File: src/rtl/bit_interval_ctr.sv
// Bit-interval / frame counter: turns baud sample ticks into per-bit strobes,
// a mid-bit sampling strobe and frame-level completion/abort pulses.
module bit_interval_ctr #(
    parameter int DATA_BITS       = 8,
    parameter int PARITY_EN       = 0,
    parameter int STOP_BITS       = 1,
    parameter int SAMPLES_PER_BIT = 16,
    parameter int CONTINUOUS      = 0
) (
    input  logic       clk,
    input  logic       reset,
    input  logic       transmit_enable,
    input  logic       baud_tick,
    output logic       busy,
    output logic [3:0] bit_idx,
    output logic       bit_boundary,
    output logic       sample_mid,
    output logic       char_sent,
    output logic       frame_abort
);

    localparam int FRAME_BITS = 1 + DATA_BITS + PARITY_EN + STOP_BITS;
    localparam int CW         = (SAMPLES_PER_BIT > 2) ? $clog2(SAMPLES_PER_BIT) : 1;

    localparam logic [CW-1:0] MID_CNT  = CW'(SAMPLES_PER_BIT / 2 - 1);
    localparam logic [CW-1:0] LAST_CNT = CW'(SAMPLES_PER_BIT - 1);
    localparam logic [3:0]    LAST_BIT = 4'(FRAME_BITS - 1);

    localparam logic ST_IDLE = 1'b0;
    localparam logic ST_RUN  = 1'b1;

    logic          state_q, state_d;
    logic [CW-1:0] cnt_q, cnt_d;
    logic [3:0]    idx_q, idx_d;
    logic          bnd_q, bnd_d;
    logic          mid_q, mid_d;
    logic          sent_q, sent_d;
    logic          abort_q, abort_d;

    always_comb begin
        state_d = state_q;
        cnt_d   = cnt_q;
        idx_d   = idx_q;
        bnd_d   = 1'b0;
        mid_d   = 1'b0;
        sent_d  = 1'b0;
        abort_d = 1'b0;
        if (state_q == ST_IDLE) begin
            cnt_d = '0;
            idx_d = '0;
            if (transmit_enable) state_d = ST_RUN;
        end else begin
            // Abort takes priority, even over the final tick of a frame.
            if (!transmit_enable) begin
                state_d = ST_IDLE;
                abort_d = 1'b1;
                cnt_d   = '0;
                idx_d   = '0;
            end else if (baud_tick) begin
                if (cnt_q == MID_CNT) begin
                    mid_d = 1'b1;
                    cnt_d = cnt_q + CW'(1);
                end else if (cnt_q == LAST_CNT) begin
                    cnt_d = '0;
                    bnd_d = 1'b1;
                    if (idx_q < LAST_BIT) begin
                        idx_d = idx_q + 4'd1;
                    end else begin
                        sent_d = 1'b1;
                        idx_d  = '0;
                        if (CONTINUOUS == 0) state_d = ST_IDLE;
                    end
                end else begin
                    cnt_d = cnt_q + CW'(1);
                end
            end
        end
    end

    always_ff @(posedge clk) begin
        if (reset) begin
            state_q <= ST_IDLE;
            cnt_q   <= '0;
            idx_q   <= '0;
            bnd_q   <= 1'b0;
            mid_q   <= 1'b0;
            sent_q  <= 1'b0;
            abort_q <= 1'b0;
        end else begin
            state_q <= state_d;
            cnt_q   <= cnt_d;
            idx_q   <= idx_d;
            bnd_q   <= bnd_d;
            mid_q   <= mid_d;
            sent_q  <= sent_d;
            abort_q <= abort_d;
        end
    end

    assign busy         = (state_q == ST_RUN);
    assign bit_idx      = idx_q;
    assign bit_boundary = bnd_q;
    assign sample_mid   = mid_q;
    assign char_sent    = sent_q;
    assign frame_abort  = abort_q;

endmodule

File: config.mk
export PLATFORM = sky130hd
export DESIGN_NAME = bit_interval_ctr
export DESIGN_NICKNAME = d
export VERILOG_FILES = /design/src/rtl/bit_interval_ctr.sv
export SDC_FILE = /design/constraint.sdc
export NUM_CORES = 1
export LEC_CHECK = 0
export ABC_CLOCK_PERIOD_IN_PS = 3030
export CAP_MARGIN = 20
export CORE_MARGIN = 1.5
export CORE_UTILIZATION = 33
export CTS_BUF_LIST = sky130_fd_sc_hd__clkbuf_2
export DETAILED_ROUTE_END_ITERATION = 7
export HOLD_SLACK_MARGIN = 0.03
export PLACE_DENSITY = 0.62
export SLEW_MARGIN = 10
export SYNTH_ARGS = -nofsm -noshare
export SYNTH_HDL_FRONTEND = slang
export SYNTH_SLANG_ARGS = --single-unit
File: constraint.sdc
create_clock -name clk -period 3.03 [get_ports clk]
set_clock_uncertainty 0.05 [all_clocks]
set_input_delay 0.606 -clock clk [delete_from_list [all_inputs] [get_ports clk]]
set_output_delay 0.606 -clock clk [all_outputs]
set_load 0.01 [all_outputs]
Yosys cells after proc, flatten, opt, wreduce, memory -nomap -nowiden
Index checks and enable logic that the tools add are counted.
{ "word_totals": {"register_bits": 13, "output_inout_bits": 9, "wordCells": 37} }
{ "classes": {"add_sub_neg": 2, "magnitude_cmp": 1, "eq_ne": 2, "muxes": 14, "bitwise_logic": 5, "n_reduce_logical": 6} }
{ "op_table": {"columns": ["op", "count"], "rows": [
  ["4-bit 2-to-1 mux", 3],
  ["1-bit 2-to-1 mux", 11],
  ["4-bit by 1-bit adder with 4-bit output (second input constant)", 2],
  ["6-bit OR reduction", 1],
  ["1-bit NOT", 5],
  ["5-bit OR reduction", 1],
  ["4-bit by 3-bit == test with 1-bit output (second input constant)", 1],
  ["4-bit == test (second input constant)", 1],
  ["4-bit < comparator (second input constant)", 1],
  ["4-bit OR reduction", 1],
  ["3-bit AND reduction", 1],
  ["3-bit OR reduction", 1],
  ["2-bit OR reduction", 1]
]} }

Depth between registers and ports, before layout
{ "logic_depth": {"ltp_word": 7, "depth_mapped": 5, "mapped_depth_nobuf": 5} }

Worst setup path before layout
OpenSTA, ideal clock, no wires.
{ "synth_path": {"kind": "in2reg", "startpoint": "in baud_tick", "endpoint": "reg idx_q[3], in the netlist bit_idx[3]", "t_arrival_ns": 1.194, "path_slack_ns": 1.666, "stages": 4, "path_cell_list": "buf_4 -> and4_4 -> a41oi_1 -> nor3_2"} }
{ "synth_between": {"elab_chain_cells": 1} }
{ "synth_lines": {"columns": ["item", "line_no", "rtl"], "rows": [
  ["start, declared", "13", "input logic baud_tick,"],
  ["3-bit AND reduction (no source line)", null, null],
  ["end signal, assigned", "92", "idx_q <= idx_d;"],
  ["end, declared", "34", "logic [3:0] idx_q, idx_d;"]
]} }
No other way between the ends.
A chain may end at the register's enable or synchronous reset.

Worst setup path in the final report
{ "layout_path": {"startpoint": "reg idx_q[2], in the netlist bit_idx[2]", "endpoint": "out bit_idx[2]"} }
{ "layout_lines": {"columns": ["item", "line_no", "rtl"], "rows": [
  ["end, declared", "15", "output logic [3:0] bit_idx,"]
]} }
No word-level cell between the ends.

==> impl_metrics.csv <==
group,metric,value,unit
min_path,hold-path-cell-count,1,
setup_path,worstSetupPathType,"flip-flop to output port",
floorplan,die_w,45.0,microns
power,p_leak,0.240,nW
floorplan,ioPinCount,13,
synthesis,ys_seq_elements,13,
job,cap_violations,0,
clocking,cts_hold_buf,0,
floorplan,placementRows,14,
clocking,cts_root_buf,"clkbuf_2",
global_routing,grt_pass1_vias,439,
drt,first_iter_violations,12,
timing,rsz0062_at_grt,"no",
setup_path,slowest_stage,"clkdlybuf4s50_1",
min_path,hp-class,"flip-flop to flip-flop",
synthesis,synth_area,582,sq um
layout,regArea,260,sq um
global_routing,antenna_found_initial,0,
setup_path,crit_chain,"clkdlybuf4s50_1",
clocking,cts_setup_buffers,0,
clocking,cts_buffers,3,
clocking,clock_path_buffers,2,
drt,drt-pass1-iter-count,3,
setup_path,worstPathRequired,2370,ps
clocking,ctsResizeCount,0,
timing,relSlewSlack,0.692,
layout,nets,83,
drt,drc_errors,0,
synthesis,synth-warning-count,0,
clocking,cts_tree,"built",
synthesis,yosysSeqAreaShare,0.447,
drt,vias,489,
layout,final_cell_mix,"13 x dfxtp_1, 12 x clkdlybuf4s50_1, 7 x nor2_1, 5 x a21oi_1, 4 x nand2_1",
synthesis,synthCells,62,
timing,timing.final.crit_period,1930,ps
timing,clock.fmax,0.518,GHz
run_status,status,"completed",
timing,hold_viol_final,0,
synthesis,synth_top_cell_by_area,"dfxtp_1",
setup_path,end_kind,"output port",
clocking,clkSinkCount,13,
drt,drtAntennaViolNets,0,
power,ir_drop,0.178,mV
synthesis,synth_edf_count,0,
synthesis,avgSynthCellArea,9.38,sq um
global_routing,grt_pass1_wl,1860,microns
synthesis,synth_cell_type_count,25,
global_routing,grt_max_degree,12,
timing,tns,0,ps
timing,worst_pin_slew,461,ps
timing,slew_violations,0,
layout,drive_gt1_frac,0.107,
layout,final_common_cell,"dfxtp_1",
placement,gp_congestion,0.703,
timing,setup-violations-final,0,
clocking,insertion_delay,270,ps
floorplan,die_h,45.0,microns
layout,fillers,150,
timing,min_period_over_period,0.637,
placement,hpwl,774,microns
drt,via_per_inst,5.37,
setup_path,critPathBufInv,1,
power,powerDensity,377,mW/mm^2
setup_path,cp.arrival,1270,ps
global_routing,grt_use_total,0.132,
setup_path,critPathMaxFanout,6,
drt,drt_wl_total,1060,microns
layout,syn_to_final_growth,24.1,%
clocking,clk_pin_slew_worst_paths,130,ps
floorplan,start_util,0.369,
layout,multi_input_area,290,sq um
synthesis,synth_top_cell_area_share,0.447,
clocking,htree_levels,1,
setup_path,ff2ff_path_depth,4,
layout,postLayoutCoreUtil,0.458,
setup_path,start_kind,"flip-flop",
layout,diodes,0,
synthesis,ys_async_sr_fraction,0,
drt,routedWlPerCell,11.6,microns
floorplan,die_area,0.00202,sq mm
setup_path,slowest_delay,570,ps
synthesis,synth_flop_cell,"dfxtp_1",
synthesis,synth_nets,69,
synthesis,synth.area.top_cells,"dfxtp_1 45%, ha_1 6.5%, nor2_1 4.5%",
setup_path,crit_cells,1,
floorplan,core_area,0.00158,sq mm
setup_path,cp_top_family,"buffers and inverters",
placement,port_buffers,12,
global_routing,grt_overflow,0,
per-layer routing:
metal	GRT usage	part of all wire	wire length, microns	up-vias
met5	0	0	0	-
met4	0.0706	0.016	17	0
met3	0.0640	0.041	43	2
met2	0.197	0.42	445	9
met1	0.154	0.52	549	227
li1	-	-	-	251
area by class of cell:
cell class	instances	share of cell area
multi-input cells	43	0.402
flip-flops and latches	13	0.360
repair buffers	12	0.166
well taps	16	0.0277
clock buffers	3	0.0208
inverters	3	0.0156
clock inverters	1	0.00693
through the flow:
stage	setup WS, ps	total power [mW]	instances	hold slack (ps)	instance area, sq um
3_5_place_dp	966	0.190	87	420	702
5_1_grt	1030	0.286	91	474	722
3_3_place_gp	981	0.189	87	422	702
2_1_floorplan	1670	0.183	62	433	582
4_1_cts	1080	0.278	91	440	722
6_report	1100	0.272	91	433	722
Yosys cell counts, drive strengths merged (2+ instances only):
cell and n:
nand3 3, dfxtp 13, o211ai 2, buf 3, nor2 7, inv 3
a41oi 2, ha 3, nand2 4, a21oi 5, nand3b 2, nand2b 2
nor3 3
report_power, final:
group	internal (mW)	switching (mW)	leakage, nW	total (mW)
logic	0.00726	0.00547	0.118	0.0127
clock network	0.0298	0.0567	0.0164	0.0865
registers	0.172	0.000983	0.105	0.173
cells by family after synthesis:
kind of cell / after synthesis / synth area share
and+or+nand+nor: 27 / 0.277
DFF: 13 / 0.447
AOI/OAI and AO/OA: 11 / 0.125
buffers and inverters: 6 / 0.0537
adders and majority gates: 3 / 0.0645
xor gates and xnor gates: 1 / 0.0151
muxes: 1 / 0.0172
worst paths after layout:
kind / from / endpoint / slack [ps]
max reg2reg: cnt_q[0]$_SDFFE_PP0P_ / busy$_SDFF_PP0_ / 1600
min reg2reg: busy$_SDFF_PP0_ / busy$_SDFF_PP0_ / 430
min: busy$_SDFF_PP0_ / busy$_SDFF_PP0_ / 430
max: bit_idx[2]$_SDFFE_PP0P_ / bit_idx[2] / 1100
state kept, by name (all words and copies together) (netlist names):
register and flops:
bit_boundary 1, bit_idx 4, char_sent 1, cnt_q 4, busy 1, frame_abort 1
sample_mid 1
Power figures use the tool's default switching activity.
==> edit 1 (same settings) <==
Change the parameter `CONTINUOUS` from 0 to 1.
--- a/src/rtl/bit_interval_ctr.sv
+++ b/src/rtl/bit_interval_ctr.sv
@@ -5,7 +5,7 @@
     parameter int PARITY_EN       = 0,
     parameter int STOP_BITS       = 1,
     parameter int SAMPLES_PER_BIT = 16,
-    parameter int CONTINUOUS      = 0
+    parameter int CONTINUOUS      = 1
 ) (
     input  logic       clk,
     input  logic       reset,
Function: no difference found for any inputs over 10 cycles, from zero or initial values and one cycle with reset high; that may be too few to reach the edited logic, so the function may still have changed.
==> edit 1 against the original RTL <==
Final area decreased by 3.1%; critical endpoint is now bit_idx[3]; fmax decreased by 1.0%; sequential share of layout area increased by 1.2 points; wire length decreased by 9.2%; sequential cell count unchanged; total power increased by 1.4%; synthesized area decreased by 7.3%; worst setup slack got worse by 0.019 ns.
==> edit 1: results <==
[cells_and_area]
diodes = 0
drive_above_1_share_pct = 8.33
nets = 80

[setup_path]
reg2reg_slack_ns = 1.38
arrival_ns = 1.29
slowest_delay_ns = 0.57
cp_max_fo = 6
path_delay_family = buffers and inverters
slowest_stage = clkdlybuf4s50_1

[sta]
worst_pin_slew_ns = 0.340
whs_ns = 0.438

[routing]
avgRoutedWirePerCell_um = 10.9
drtIter0Drc = 6
first_pass_iters = 4
routed-via-count = 448

[worst_hold_path]
hold_class = reg2reg

[place]
globalplace.congestion = 0.800
dp_hpwl_um = 699
port_buffers = 12
placed_area_um2 = 679

[clock_tree]
clk_latency_ns = 0.28
h-tree-depth = 1
clk_pin_slew_worst_paths_ns = 0.15
ctsResizeCount = 0
clk_path_buf_depth = 2
cts_root_buffer = clkbuf_2
numCtsBuffers = 3
post-cts-setup-buffers = 0

[global_route]
grt_pass1_wl_mm = 1.64
grt_overflow = 0
grt_util_all_layers_pct = 12.5
grt_pass1_vias = 401
antenna_found_initial = 0
grt_max_degree = 9

[yosys]
ys_seq_area_share_pct = 48.3
synth_nets = 63
yosysWarnings = 0
synth_area_leaders = dfxtp_1, ha_1, a21oi_1, nor2_1, nand2_1
synth_cell_type_count = 24
yosys-top-cells-count = dfxtp_1, a21oi_1, nor2_1
async_flop_share_pct = 0

[power_and_ir_drop]
vdd_drop_max_mv = 0.213
power.leakage_uw = 0.000259

[status]
outcome = finished, final reports clean
## edit 1: routing by layer
metal / vias up / global-route usage, % / share of wire [%]
met5: - / 0 / 0
met4: 0 / 10.9 / 2.8
met3: 4 / 5.00 / 4.0
met2: 12 / 16.4 / 43
met1: 201 / 15.5 / 50
li1: 231 / - / -
## edit 1: final timing paths
path                   start     endpoint  cells past startpoint
setup reg to reg    cnt_q[0]   bit_idx[2]                      4
setup / recovery  bit_idx[3]   bit_idx[3]                      1
hold / removal          busy  frame_abort                      1
hold reg to reg         busy  frame_abort                      1
## edit 1: area by class of cell
cell class,count,area (µm²)
Sequential cell,13,260
Tap cell,16,20.0
Clock buffer,3,15.0
Inverter,3,11.3
Clock inverter,1,5.00
Fill cell,150,825
Timing Repair Buffer,12,120
Multi-Input combinational cell,40,268
## edit 1: cells by family (layout without fill, tap and decap cells)
| group | Yosys count | count (layout) | share of synthesized area (%) |
|---|---|---|---|
| adders and majority gates | 3 | 3 | 6.96 |
| DFF | 13 | 13 | 48.3 |
| and+or+nand+nor | 25 | 25 | 27.1 |
| AOI/OAI and AO/OA | 10 | 10 | 12.1 |
| buffers and inverters | 3 | 19 | 2.09 |
| xor gates and xnor gates | 1 | 1 | 1.62 |
| muxes | 1 | 1 | 1.86 |
## edit 1: report_power, final
group / total (µW) / leakage (µW) / internal [µW] / switching [µW]
logic: 12.3 / 0.000137 / 7.52 / 4.77
registers: 173 / 0.000105 / 172 / 0.981
clock network: 90.7 / 0.0000164 / 29.8 / 60.8
total: 276 / 0.000259 / 210 / 66.6
## edit 1: through the flow
stage	std cells	setup WS, ns
after floorplan	56	1.56
after global placement	84	0.933
after detailed placement	84	0.896
after CTS	88	1.07
after global routing	88	1.00
final	88	1.08
==> edit 2 (same flow settings) <==
Made on the original files. Compare `cnt_q` against `MID_CNT` with >= in place of ==.
--- a/src/rtl/bit_interval_ctr.sv
+++ b/src/rtl/bit_interval_ctr.sv
@@ -57,7 +57,7 @@
                 cnt_d   = '0;
                 idx_d   = '0;
             end else if (baud_tick) begin
-                if (cnt_q == MID_CNT) begin
+                if (cnt_q >= MID_CNT) begin
                     mid_d = 1'b1;
                     cnt_d = cnt_q + CW'(1);
                 end else if (cnt_q == LAST_CNT) begin
Check against the original RTL: no difference found for any inputs over 10 cycles, from zero or initial values and one cycle with reset high; that may be too few to reach the edited logic, so the function may still have changed.
==> edit 2 against the original RTL <==
Hold slack worse by 0.050 ns; global-route usage decreased by 0.099 points; combinational power is 44% higher; final area is 14% lower; critical path depth unchanged; wire length fell by 36%; sequential share of layout area is 6.1 points higher; total power increased by 3.9%; sequential cell count unchanged; worst setup slack got worse by 0.028 ns; synthesized area down 22%; largest power group unchanged.
==> edit 2: results <==
[routing]
drt-met1-wl_um = 309
first_pass_iters = 2
met2_length_um = 293
avgRoutedWirePerCell_um = 9.59
drtIter0Drc = 5
topRoutingLayerUsed = met3
wl_met3_um = 68

[status]
outcome = finished, final reports clean

[worst_hold_path]
holdPathStages = 2

[setup_path]
critPathCapture = busy
worstRegToRegCells = 3
critPathLaunch = busy

[place]
pre_cts_slack_ns = 1.35
globalplace.congestion = 0.594

[global_route]
grt_max_degree = 8
grt_use_met2_pct = 19.8
grt_pass1_wl_mm = 1.28
grt_use_met1_pct = 13.5

[yosys]
ys_seq_area_share_pct = 57.1
synth_cell_type_count = 19
synth_compound_area_share_pct = 4.40
synthMuxAreaShare_pct = 4.40
synth_fa_ha_area_share_pct = 2.75
avgSynthCellArea_um2 = 12.0
synth_xor_area_share_pct = 1.92
yosys-top-cells-count = dfxtp_1, nor2_1

[power_and_ir_drop]
power.leakage_uw = 0.000262

[cells_and_area]
nFillCells = 137
drive_above_1_share_pct = 14.5

[sta]
whs_ns = 0.384
==> edit 2: cell count changes after synthesis, sizes merged, moves of 2 or more <==
cell,before,now
a21oi,5,2
nand2b,2,0
ha,3,1
nand3,3,0
and2,0,2
buf,3,0
a41oi,2,0
o211ai,2,0
nand2,4,0
nor3,3,0
nor2,7,4
==> edit 2: layout make-up <==
| class | count | share of cell area (%) |
|---|---|---|
| inverter | 2 | 1.21 |
| timing repair buffer | 12 | 19.4 |
| sequential | 13 | 42.1 |
| multi-input combinational | 24 | 31.0 |
| tap | 15 | 3.04 |
| clock buffer | 4 | 3.24 |
==> edit 2: where the power goes <==
group	internal [µW]	leakage [µW]	total [µW]	switching [µW]
sequential	174	0.000106	176	1.97
clock	35.0	0.0000166	89.1	54.1
combinational	11.1	0.000140	18.3	7.21
total	220	0.000262	283	63.3
==> edit 2: worst register-to-register path, cell delays in order, from the launching register on <==
cell and delay (ns):
dfxtp_1 0.36, ha_1 0.24, a21bo_2 0.22, a21oi_1 0.11
